<file path="src/rtl/datapath_mc.sv">
// datapath_mc: parametrised single-bus processor datapath with a multi-cycle
// signed multiply/divide unit beside the single-cycle ALU.
module datapath_mc #(
  parameter int WIDTH  = 32,
  parameter int NREG   = 16,
  parameter int ADDR_W = 9,
  localparam int SEL_W = $clog2(NREG + 8)
) (
  input  logic              clk,
  input  logic              clr,
  input  logic [SEL_W-1:0]  src_sel,
  input  logic              src_en,
  input  logic              ba_out,
  input  logic [NREG-1:0]   reg_in,
  input  logic              pc_in,
  input  logic              y_in,
  input  logic              hi_in,
  input  logic              lo_in,
  input  logic              c_in,
  input  logic              mar_in,
  input  logic              out_in,
  input  logic              inc_pc,
  input  logic              mdr_in,
  input  logic              mdr_read,
  input  logic [WIDTH-1:0]  mem_data_in,
  input  logic [WIDTH-1:0]  in_port,
  input  logic [3:0]        alu_op,
  input  logic              z_in,
  output logic [WIDTH-1:0]  bus,
  output logic [WIDTH-1:0]  mdr_out,
  output logic [ADDR_W-1:0] mar_addr,
  output logic [WIDTH-1:0]  out_port,
  output logic              alu_busy,
  output logic              alu_done
);

  localparam int REG_IW = $clog2(NREG);
  localparam int SH_W   = $clog2(WIDTH);
  localparam int CNT_W  = $clog2(WIDTH);

  typedef enum logic [1:0] {IDLE = 2'd0, RUN = 2'd1, DONE = 2'd2} state_t;

  state_t state, state_next;

  logic [WIDTH-1:0] regs [NREG];
  logic [WIDTH-1:0] pc, y, hi, lo, zhi, zlo, c_reg;

  logic [WIDTH-1:0] alu_result;
  logic [SH_W-1:0]  sh;

  // Multiply/divide working state
  logic             is_div, neg_q, neg_r;
  logic [CNT_W-1:0] cnt;
  logic [2*WIDTH+1:0] booth_p;
  logic [WIDTH:0]   mcand;
  logic [WIDTH-1:0] div_q, div_rem, div_d;

  logic             start;
  logic [WIDTH:0]   booth_acc, booth_sum;
  logic [2*WIDTH+1:0] booth_next;
  logic [WIDTH:0]   div_shift, div_trial;
  logic [WIDTH-1:0] div_q_next, div_rem_next, quot_final, rem_final;
  logic [WIDTH-1:0] y_mag, bus_mag;

  // Bus source mux; R0 reads as zero when ba_out is set
  always_comb begin
    bus = '0;
    if (src_en) begin
      if (src_sel < SEL_W'(NREG)) begin
        if (!(ba_out && src_sel == '0)) bus = regs[src_sel[REG_IW-1:0]];
      end else begin
        case (src_sel)
          SEL_W'(NREG):     bus = hi;
          SEL_W'(NREG + 1): bus = lo;
          SEL_W'(NREG + 2): bus = zhi;
          SEL_W'(NREG + 3): bus = zlo;
          SEL_W'(NREG + 4): bus = pc;
          SEL_W'(NREG + 5): bus = mdr_out;
          SEL_W'(NREG + 6): bus = c_reg;
          SEL_W'(NREG + 7): bus = in_port;
          default:          bus = '0;
        endcase
      end
    end
  end

  // Single-cycle ALU: A is Y, B is the bus; rotates go through a doubled word
  always_comb begin
    sh = bus[SH_W-1:0];
    alu_result = '0;
    case (alu_op)
      4'd0:    alu_result = y + bus;
      4'd1:    alu_result = y - bus;
      4'd2:    alu_result = y & bus;
      4'd3:    alu_result = y | bus;
      4'd4:    alu_result = y >> sh;
      4'd5:    alu_result = $unsigned($signed(y) >>> sh);
      4'd6:    alu_result = y << sh;
      4'd7:    alu_result = WIDTH'({y, y} >> sh);
      4'd8:    alu_result = WIDTH'({y, y} >> (WIDTH - int'(sh)));
      4'd9:    alu_result = -bus;
      4'd10:   alu_result = ~bus;
      default: alu_result = '0;
    endcase
  end

  // Booth and restoring-division step logic plus final sign correction
  always_comb begin
    booth_acc = booth_p[2*WIDTH+1:WIDTH+1];
    case (booth_p[1:0])
      2'b01:   booth_sum = booth_acc + mcand;
      2'b10:   booth_sum = booth_acc - mcand;
      default: booth_sum = booth_acc;
    endcase
    booth_next   = {booth_sum[WIDTH], booth_sum, booth_p[WIDTH:1]};
    div_shift    = {div_rem, div_q[WIDTH-1]};
    div_trial    = div_shift - {1'b0, div_d};
    div_q_next   = {div_q[WIDTH-2:0], ~div_trial[WIDTH]};
    div_rem_next = div_trial[WIDTH] ? div_shift[WIDTH-1:0] : div_trial[WIDTH-1:0];
    quot_final   = neg_q ? -div_q_next : div_q_next;
    rem_final    = neg_r ? -div_rem_next : div_rem_next;
    y_mag        = y[WIDTH-1] ? -y : y;
    bus_mag      = bus[WIDTH-1] ? -bus : bus;
  end

  // Mul/div FSM state register
  always_ff @(posedge clk or posedge clr) begin
    if (clr) state <= IDLE;
    else     state <= state_next;
  end

  // Mul/div next state and handshake outputs; divide by zero skips RUN
  always_comb begin
    state_next = state;
    alu_busy   = 1'b0;
    alu_done   = 1'b0;
    start      = (state == IDLE) && z_in && (alu_op == 4'd11 || alu_op == 4'd12);
    case (state)
      IDLE: if (start) state_next = (alu_op == 4'd12 && bus == '0) ? DONE : RUN;
      RUN: begin
        alu_busy = 1'b1;
        if (cnt == CNT_W'(WIDTH - 1)) state_next = DONE;
      end
      DONE: begin
        alu_busy   = 1'b1;
        alu_done   = 1'b1;
        state_next = IDLE;
      end
      default: state_next = IDLE;
    endcase
  end

  // Z register and mul/div iteration state; z_in only acts while idle
  always_ff @(posedge clk or posedge clr) begin
    if (clr) begin
      zhi     <= '0;
      zlo     <= '0;
      is_div  <= 1'b0;
      neg_q   <= 1'b0;
      neg_r   <= 1'b0;
      cnt     <= '0;
      booth_p <= '0;
      mcand   <= '0;
      div_q   <= '0;
      div_rem <= '0;
      div_d   <= '0;
    end else begin
      case (state)
        IDLE: if (z_in) begin
          if (alu_op <= 4'd10) begin
            zlo <= alu_result;
            zhi <= '0;
          end else if (alu_op == 4'd11) begin
            is_div  <= 1'b0;
            cnt     <= '0;
            booth_p <= {{(WIDTH + 1){1'b0}}, bus, 1'b0};
            mcand   <= {y[WIDTH-1], y};
          end else if (alu_op == 4'd12) begin
            is_div <= 1'b1;
            cnt    <= '0;
            if (bus == '0) begin
              zlo <= '1;
              zhi <= y;
            end else begin
              div_rem <= '0;
              div_q   <= y_mag;
              div_d   <= bus_mag;
              neg_q   <= y[WIDTH-1] ^ bus[WIDTH-1];
              neg_r   <= y[WIDTH-1];
            end
          end else begin
            zlo <= '0;
            zhi <= '0;
          end
        end
        RUN: begin
          cnt <= cnt + CNT_W'(1);
          if (is_div) begin
            div_q   <= div_q_next;
            div_rem <= div_rem_next;
          end else begin
            booth_p <= booth_next;
          end
          if (cnt == CNT_W'(WIDTH - 1)) begin
            if (is_div) begin
              zlo <= quot_final;
              zhi <= rem_final;
            end else begin
              {zhi, zlo} <= booth_next[2*WIDTH:1];
            end
          end
        end
        default: ;
      endcase
    end
  end

  // Bus-loaded registers; increment wins over a PC load
  always_ff @(posedge clk or posedge clr) begin
    if (clr) begin
      for (int i = 0; i < NREG; i++) regs[i] <= '0;
      pc       <= '0;
      y        <= '0;
      hi       <= '0;
      lo       <= '0;
      c_reg    <= '0;
      mar_addr <= '0;
      mdr_out  <= '0;
      out_port <= '0;
    end else begin
      for (int i = 0; i < NREG; i++) if (reg_in[i]) regs[i] <= bus;
      if (inc_pc)     pc <= pc + WIDTH'(1);
      else if (pc_in) pc <= bus;
      if (y_in)   y        <= bus;
      if (hi_in)  hi       <= bus;
      if (lo_in)  lo       <= bus;
      if (c_in)   c_reg    <= bus;
      if (mar_in) mar_addr <= bus[ADDR_W-1:0];
      if (out_in) out_port <= bus;
      if (mdr_in) mdr_out  <= mdr_read ? mem_data_in : bus;
    end
  end

endmodule

</file>
<file path="config.mk">
export PLATFORM = sky130hd
export DESIGN_NAME = datapath_mc
export DESIGN_NICKNAME = d
export VERILOG_FILES = /design/src/rtl/datapath_mc.sv
export SDC_FILE = /design/constraint.sdc
export NUM_CORES = 2
export LEC_CHECK = 0
export ABC_CLOCK_PERIOD_IN_PS = 40200
export CAP_MARGIN = 10
export CORE_MARGIN = 1.5
export CORE_UTILIZATION = 60
export CTS_CLUSTER_SIZE = 12
export DETAILED_ROUTE_END_ITERATION = 8
export DONT_BUFFER_PORTS = 1
export PLACE_DENSITY = 0.86
export SYNTH_ARGS = -nofsm -noshare
export SYNTH_HDL_FRONTEND = slang
export SYNTH_SLANG_ARGS = --single-unit
export TNS_END_PERCENT = 100
</file>
<file path="constraint.sdc">
create_clock -name clk -period 40.2 [get_ports clk]
set_input_delay 4.02 -clock clk [delete_from_list [all_inputs] [get_ports clk]]
set_output_delay 4.02 -clock clk [all_outputs]
set_load 0.01 [all_outputs]
</file>
After elaboration in Yosys (flattened, before gate mapping)
Cells that the tools add are included.
- bits in read-only memories: 0
- register bits: 1013
- memories kept: 0
- bits in latches: 0
- input bits: 104
- output and inout bits: 107
- RAM bits: 0
- div/mod/pow operators: 0
- eq/ne operators: 38
- bitwise gates (word level): 9
- shifts and indexed selects: 5
- multiplexer cells: 65
- add/subtract/negate cells: 12
- order comparisons: 3
- reduce and logical (&&, ||, !) cells: 21
- $mul: 0
- operators with widths (kind ; count):
    $mux W32 ; 39
    $pmux W32 S11 ; 1
    $mux W66 ; 4
    $pmux W32 S2 ; 4
    $pmux W32 S8 ; 1
    $pmux W66 S2 ; 1
    $bmux W32 S4 ; 1
    $neg A32 Y32 ; 4
    $pmux W33 S2 ; 1
    $shr A64 B32 Y32 ; 1
    $shr A64 B5 Y32 ; 1
    $eq A5 B5 Y1 const B ; 9
    $add A33 B33 Y33 ; 1
    $sub A33 B32 Y33 ; 1
    $sub A33 B33 Y33 ; 1
    $add A32 B1 Y32 const B ; 1
    $add A32 B32 Y32 ; 1
    $and A32 B32 Y32 ; 1
    $logic_not A32 Y1 ; 1
    $not A32 Y32 ; 1
    $or A32 B32 Y32 ; 1
    $shl A32 B5 Y32 ; 1
    $shr A32 B5 Y32 ; 1
    $sshr A32 B5 Y32 ; 1
    37 further kinds ; 74

Longest topological paths before layout
- depth in word-level cells: 14
- depth in mapped cells: 36
- depth with buffers taken out: 25

Worst setup path after synthesis
No wires, ideal clock.
- kind: input to output
- from: input port src_sel[1]
- to: output port bus[0]
- setup slack: 29.244 ns
- buffers on the path: 12
- data arrival time: 6.936 ns
- cell stages on the path: 17
- data required time: 36.180 ns
- cells stage by stage: buf_6 buf_12 buf_12 buf_8 buf_12 mux4_2 a22oi_1 and3_1 a211o_1 buf_6 inv_2 buf_6 buf_2 clkbuf_1 clkbuf_1 clkbuf_1 buf_4
- word-level cells in the longest chain between the ends: 7
- RTL lines (element ; line ; text):
    start, declared ; 11 ; input logic [SEL_W-1:0] src_sel,
    $not A4 Y5 (implied by the code) ; 70 ; if (!(ba_out && src_sel == '0)) bus = regs[src_sel[REG_IW-1:0]];
    $bmux W32 S4 ; 70 ;
    $mux W32 (implied by the code) (2 in a row) ; 70 ;
    $mux W32 ; 70 ;
    $mux W32 * ; 69 ; if (src_sel < SEL_W'(NREG)) begin
    $mux W32 * ; 68 ; if (src_en) begin
    end, declared ; 29 ; output logic [WIDTH-1:0] bus,
Mark *: on every way between the ends. The rest lies on a longest branch, timed or not. The select of a mux whose other input is x is not followed.

Worst setup path in the final report
- from: input port src_sel[1]
- to: output port bus[2]
Same word-level chain as after synthesis.

==> implementation parameters <==
Parameter                              Value

Floorplanning
  Vertical die dimension ... 334 um
  Die Outline Area ... 111000 um^2
  Std-Cell Rows ... 121
  Floorplan die width ... 334 um
  I/O pin count ... 211
  Effective utilization at floorplan ... 60.4%
  Area inside the core boundary ... 109000 um^2

Clock network
  Post_cts resized ... 0
  Root Driver ... clkbuf_16
  Clock slew seen by the registers of the worst setup and hold paths ... 0.06 ns
  Max Buffers Root-to-Sink ... 3
  CTS sink cnt ... 1012
  Clock tree from TritonCTS ... built
  Insertion delay to the later sink of the worst-skew pair ... 0.79 ns
  Hold buffer count at CTS ... 0
  Maximum level of the CTS H-tree ... 3
  Clock buffer count from CTS ... 106
  Setup fix buffers added after clock tree synthesis ... 0

Pwr
  Leakage power ... 30.7 nW
  Comb power frac ... 32.4%
  Power density over the cells ... 49.6 nW/um^2
  Internal ... 2.09 mW
  Sw Share ... 39.6%
  Clock share of power ... 28.5%
  Worst IR Drop VDD ... 0.0464 mV
  Switching power ... 1.37 mW
  Sequential fraction of design power ... 39.1%

Global routing
  GR Overflow Total ... 0
  Vias in the first global route ... 58641
  Largest net degree at the start of global routing ... 191
  First-pass GRT wire length ... 430 mm
  Total global routing track utilization ... 53.5%
  Initial antenna violation count ... 61

Synth
  Cell types with the largest area share after synthesis ... dfrtp_1, mux2_2, mux2i_1
  Number of library cell types mapped by synthesis ... 121
  Area share of the largest cell type after synthesis ... 38.5%
  Predominant post-synthesis flop cell ... dfrtp_1
  Flops & latches, synth ... 1012
  Sequential share of the synthesized area ... 38.5%
  Syn_nets ... 7077
  Summed instance area of the synthesized netlist ... 65700 um^2
  Instance count of the mapped netlist ... 6857
  Number of synthesized flops with an enable pin ... 0
  YS warnings ... 0
  Cell accounting for the most synthesized area ... dfrtp_1
  Share of async-settable or async-resettable flops after synthesis ... 100%
  Mean cell area of the mapped netlist ... 9.58 um^2

Placed design
  Post-detailed-placement half-perimeter wirelength ... 207 mm
  Placed Instances ... 7831
  Pre-CTS setup slack ... 28.56 ns
  Placer Congestion ... 1.17
  Count of buffers from port buffering ... 0

Drt
  Final routed wirelength across all metal layers ... 305 mm
  Residual DRC count ... 7
  Post-detailed-route via-to-cell ratio ... 7.68
  Final antenna-violating net count ... 0
  Length of the first detailed-routing pass in iterations ... 9
  Via total after detailed routing ... 61836
  Routed WL per cell ... 37.9 um
  Number of design-rule violations left by the first detailed-router iteration ... 10596

Worst hold path
  Hold Path Class ... reg -> reg

STA
  Slew at the pin closest to its max-slew limit ... 1.37 ns
  Max-slew headroom ... 8.45%
  Setup slack of the critical path after layout ... 28.01 ns
  Final worst-path cycle share ... 30.3%
  Setup repair after global routing missed its margin ... false
  Final setup violating endpoints ... 0
  Clock Skew ... 0.117 ns
  Final count of hold timing violations ... 0
  Number of pins with negative max-slew slack in the final report ... 0
  Shortest clock period the worst path allows after layout ... 12.19 ns
  Summed negative setup slack over all endpoints ... 0 ns
  Maximum frequency from static timing analysis ... 0.0821 GHz

Layout
  Final net count ... 6745
  Number of flip-flops under the largest register name ... 512
  Commonest non-fill, non-tap cell in the layout ... dfrtp_1
  Signed area change from the synthesized netlist to the final layout ... 6.21%
  Fraction of layout instances using a drive strength above 1 ... 18.6%
  Commonest cells after routing, fill and taps aside ... dfrtp_1, nand2_1, mux2_2, nor2_1, a21oi_1
  Largest registers ... regs: 512 flops, booth_p: 65 flops
  Register with the most flip-flops ... regs
  Count of non-filler cells in the finished layout ... 8048
  Post-route core utilization ... 64.2%

Flow run
  Number of max-capacitance violations reported ... 0

Run status
  Violations in the final reports ... DRC
  Status ... complete, but fails checks

Setup path
  Critical path fanouts, max ... 190
  Data arrival at the endpoint of the critical path ... 8.17 ns
  CP Capture Type ... output pin
  Class of the most critical setup path ... in -> out
  Setup crit start kind ... input port
  Critical path required time ... 36.18 ns
[power groups by stage]
stage                     clock network (mW)  registers (mW)  logic, mW
after floorplan                            0            1.26      0.763
after detailed placement                   0            1.34       1.06
after CTS                              0.982            1.33       1.07
after global placement                     0            1.34       1.03
final                                  0.988            1.35       1.12
after global routing                    1.02            1.35       1.17
[area by class of cell]
class / count / area [um^2]
fillers: 8295 / 38900
multi-input cells: 5108 / 37400
flip-flops and latches: 1012 / 25300
clock buffers: 137 / 2890
well taps: 1414 / 1770
repair buffers: 182 / 1380
clock inverters: 29 / 462
inverters: 115 / 442
diodes: 51 / 128
[cells by family after synthesis]
| group | share of synthesized area (%) |
|---|---|
| XOR/XNOR | 3.68 |
| adder cells (fa/ha/maj) | 2.24 |
| buffers and inverters | 4.99 |
| AND/OR/NAND/NOR | 13.0 |
| flip-flops | 38.5 |
| AO/OA/AOI/OAI | 18.0 |
| multiplexers | 19.5 |
[metrics by stage]
| step | power (mW) | area [um^2] | hold WS, ns |
|---|---|---|---|
| final | 3.46 | 69800 | 0.487 |
| after CTS | 3.38 | 69600 | 0.486 |
| after global routing | 3.54 | 69700 | 0.505 |
| after detailed placement | 2.40 | 66300 | 0.474 |
| after global placement | 2.37 | 66300 | 0.466 |
| after floorplan | 2.03 | 65700 | 0.442 |
[Yosys cell counts (all sizes together), types with 71 or more instances]
cell / instances
o21ai: 431
dfrtp: 1012
nand2: 676
nor2: 540
mux2: 661
ha: 113
nor3: 107
inv: 110
a21oi: 475
mux2i: 289
o31ai: 72
xnor2: 168
buf: 237
a211oi: 76
a31oi: 85
xor2: 108
o211ai: 71
nand3: 171
mux4: 109
clkbuf: 385
[routing by layer]
layer	global-route usage (%)	vias to the layer above	wire length, um
met1	64.9	30050	105000
met2	76.2	5526	125000
met5	0	-	191
li1	-	24542	-
met3	21.4	1688	44700
met4	40.5	30	30000
[path summary, 6_finish.rpt]
kind | start | to | slack (ns) | cells after the start
max | src_sel[1] | bus[2] | 28.01 | 6
min | div_d[22]$_DFFE_PP0P_ | div_d[22]$_DFFE_PP0P_ | 0.49 | 2
max reg2reg | div_q[31]$_DFFE_PP0P_ | zhi[28]$_DFFE_PP0P_ | 31.58 | 25
min reg2reg | div_d[22]$_DFFE_PP0P_ | div_d[22]$_DFFE_PP0P_ | 0.49 | 2
max in group asynchronous | clr | out_port[28]$_DFFE_PP0P_ | 33.41 | 4
min in group asynchronous | clr | regs[213]$_DFFE_PP0P_ | 3.33 | 1
[worst max-delay path: stages]
cell and delay (ns):
nor2b_2 0.77, and2_1 0.99, a22oi_1 0.26, nand3_1 0.60
nand2_4 0.50, clkinv_2 0.80
Power figures use the tool's default switching activity.
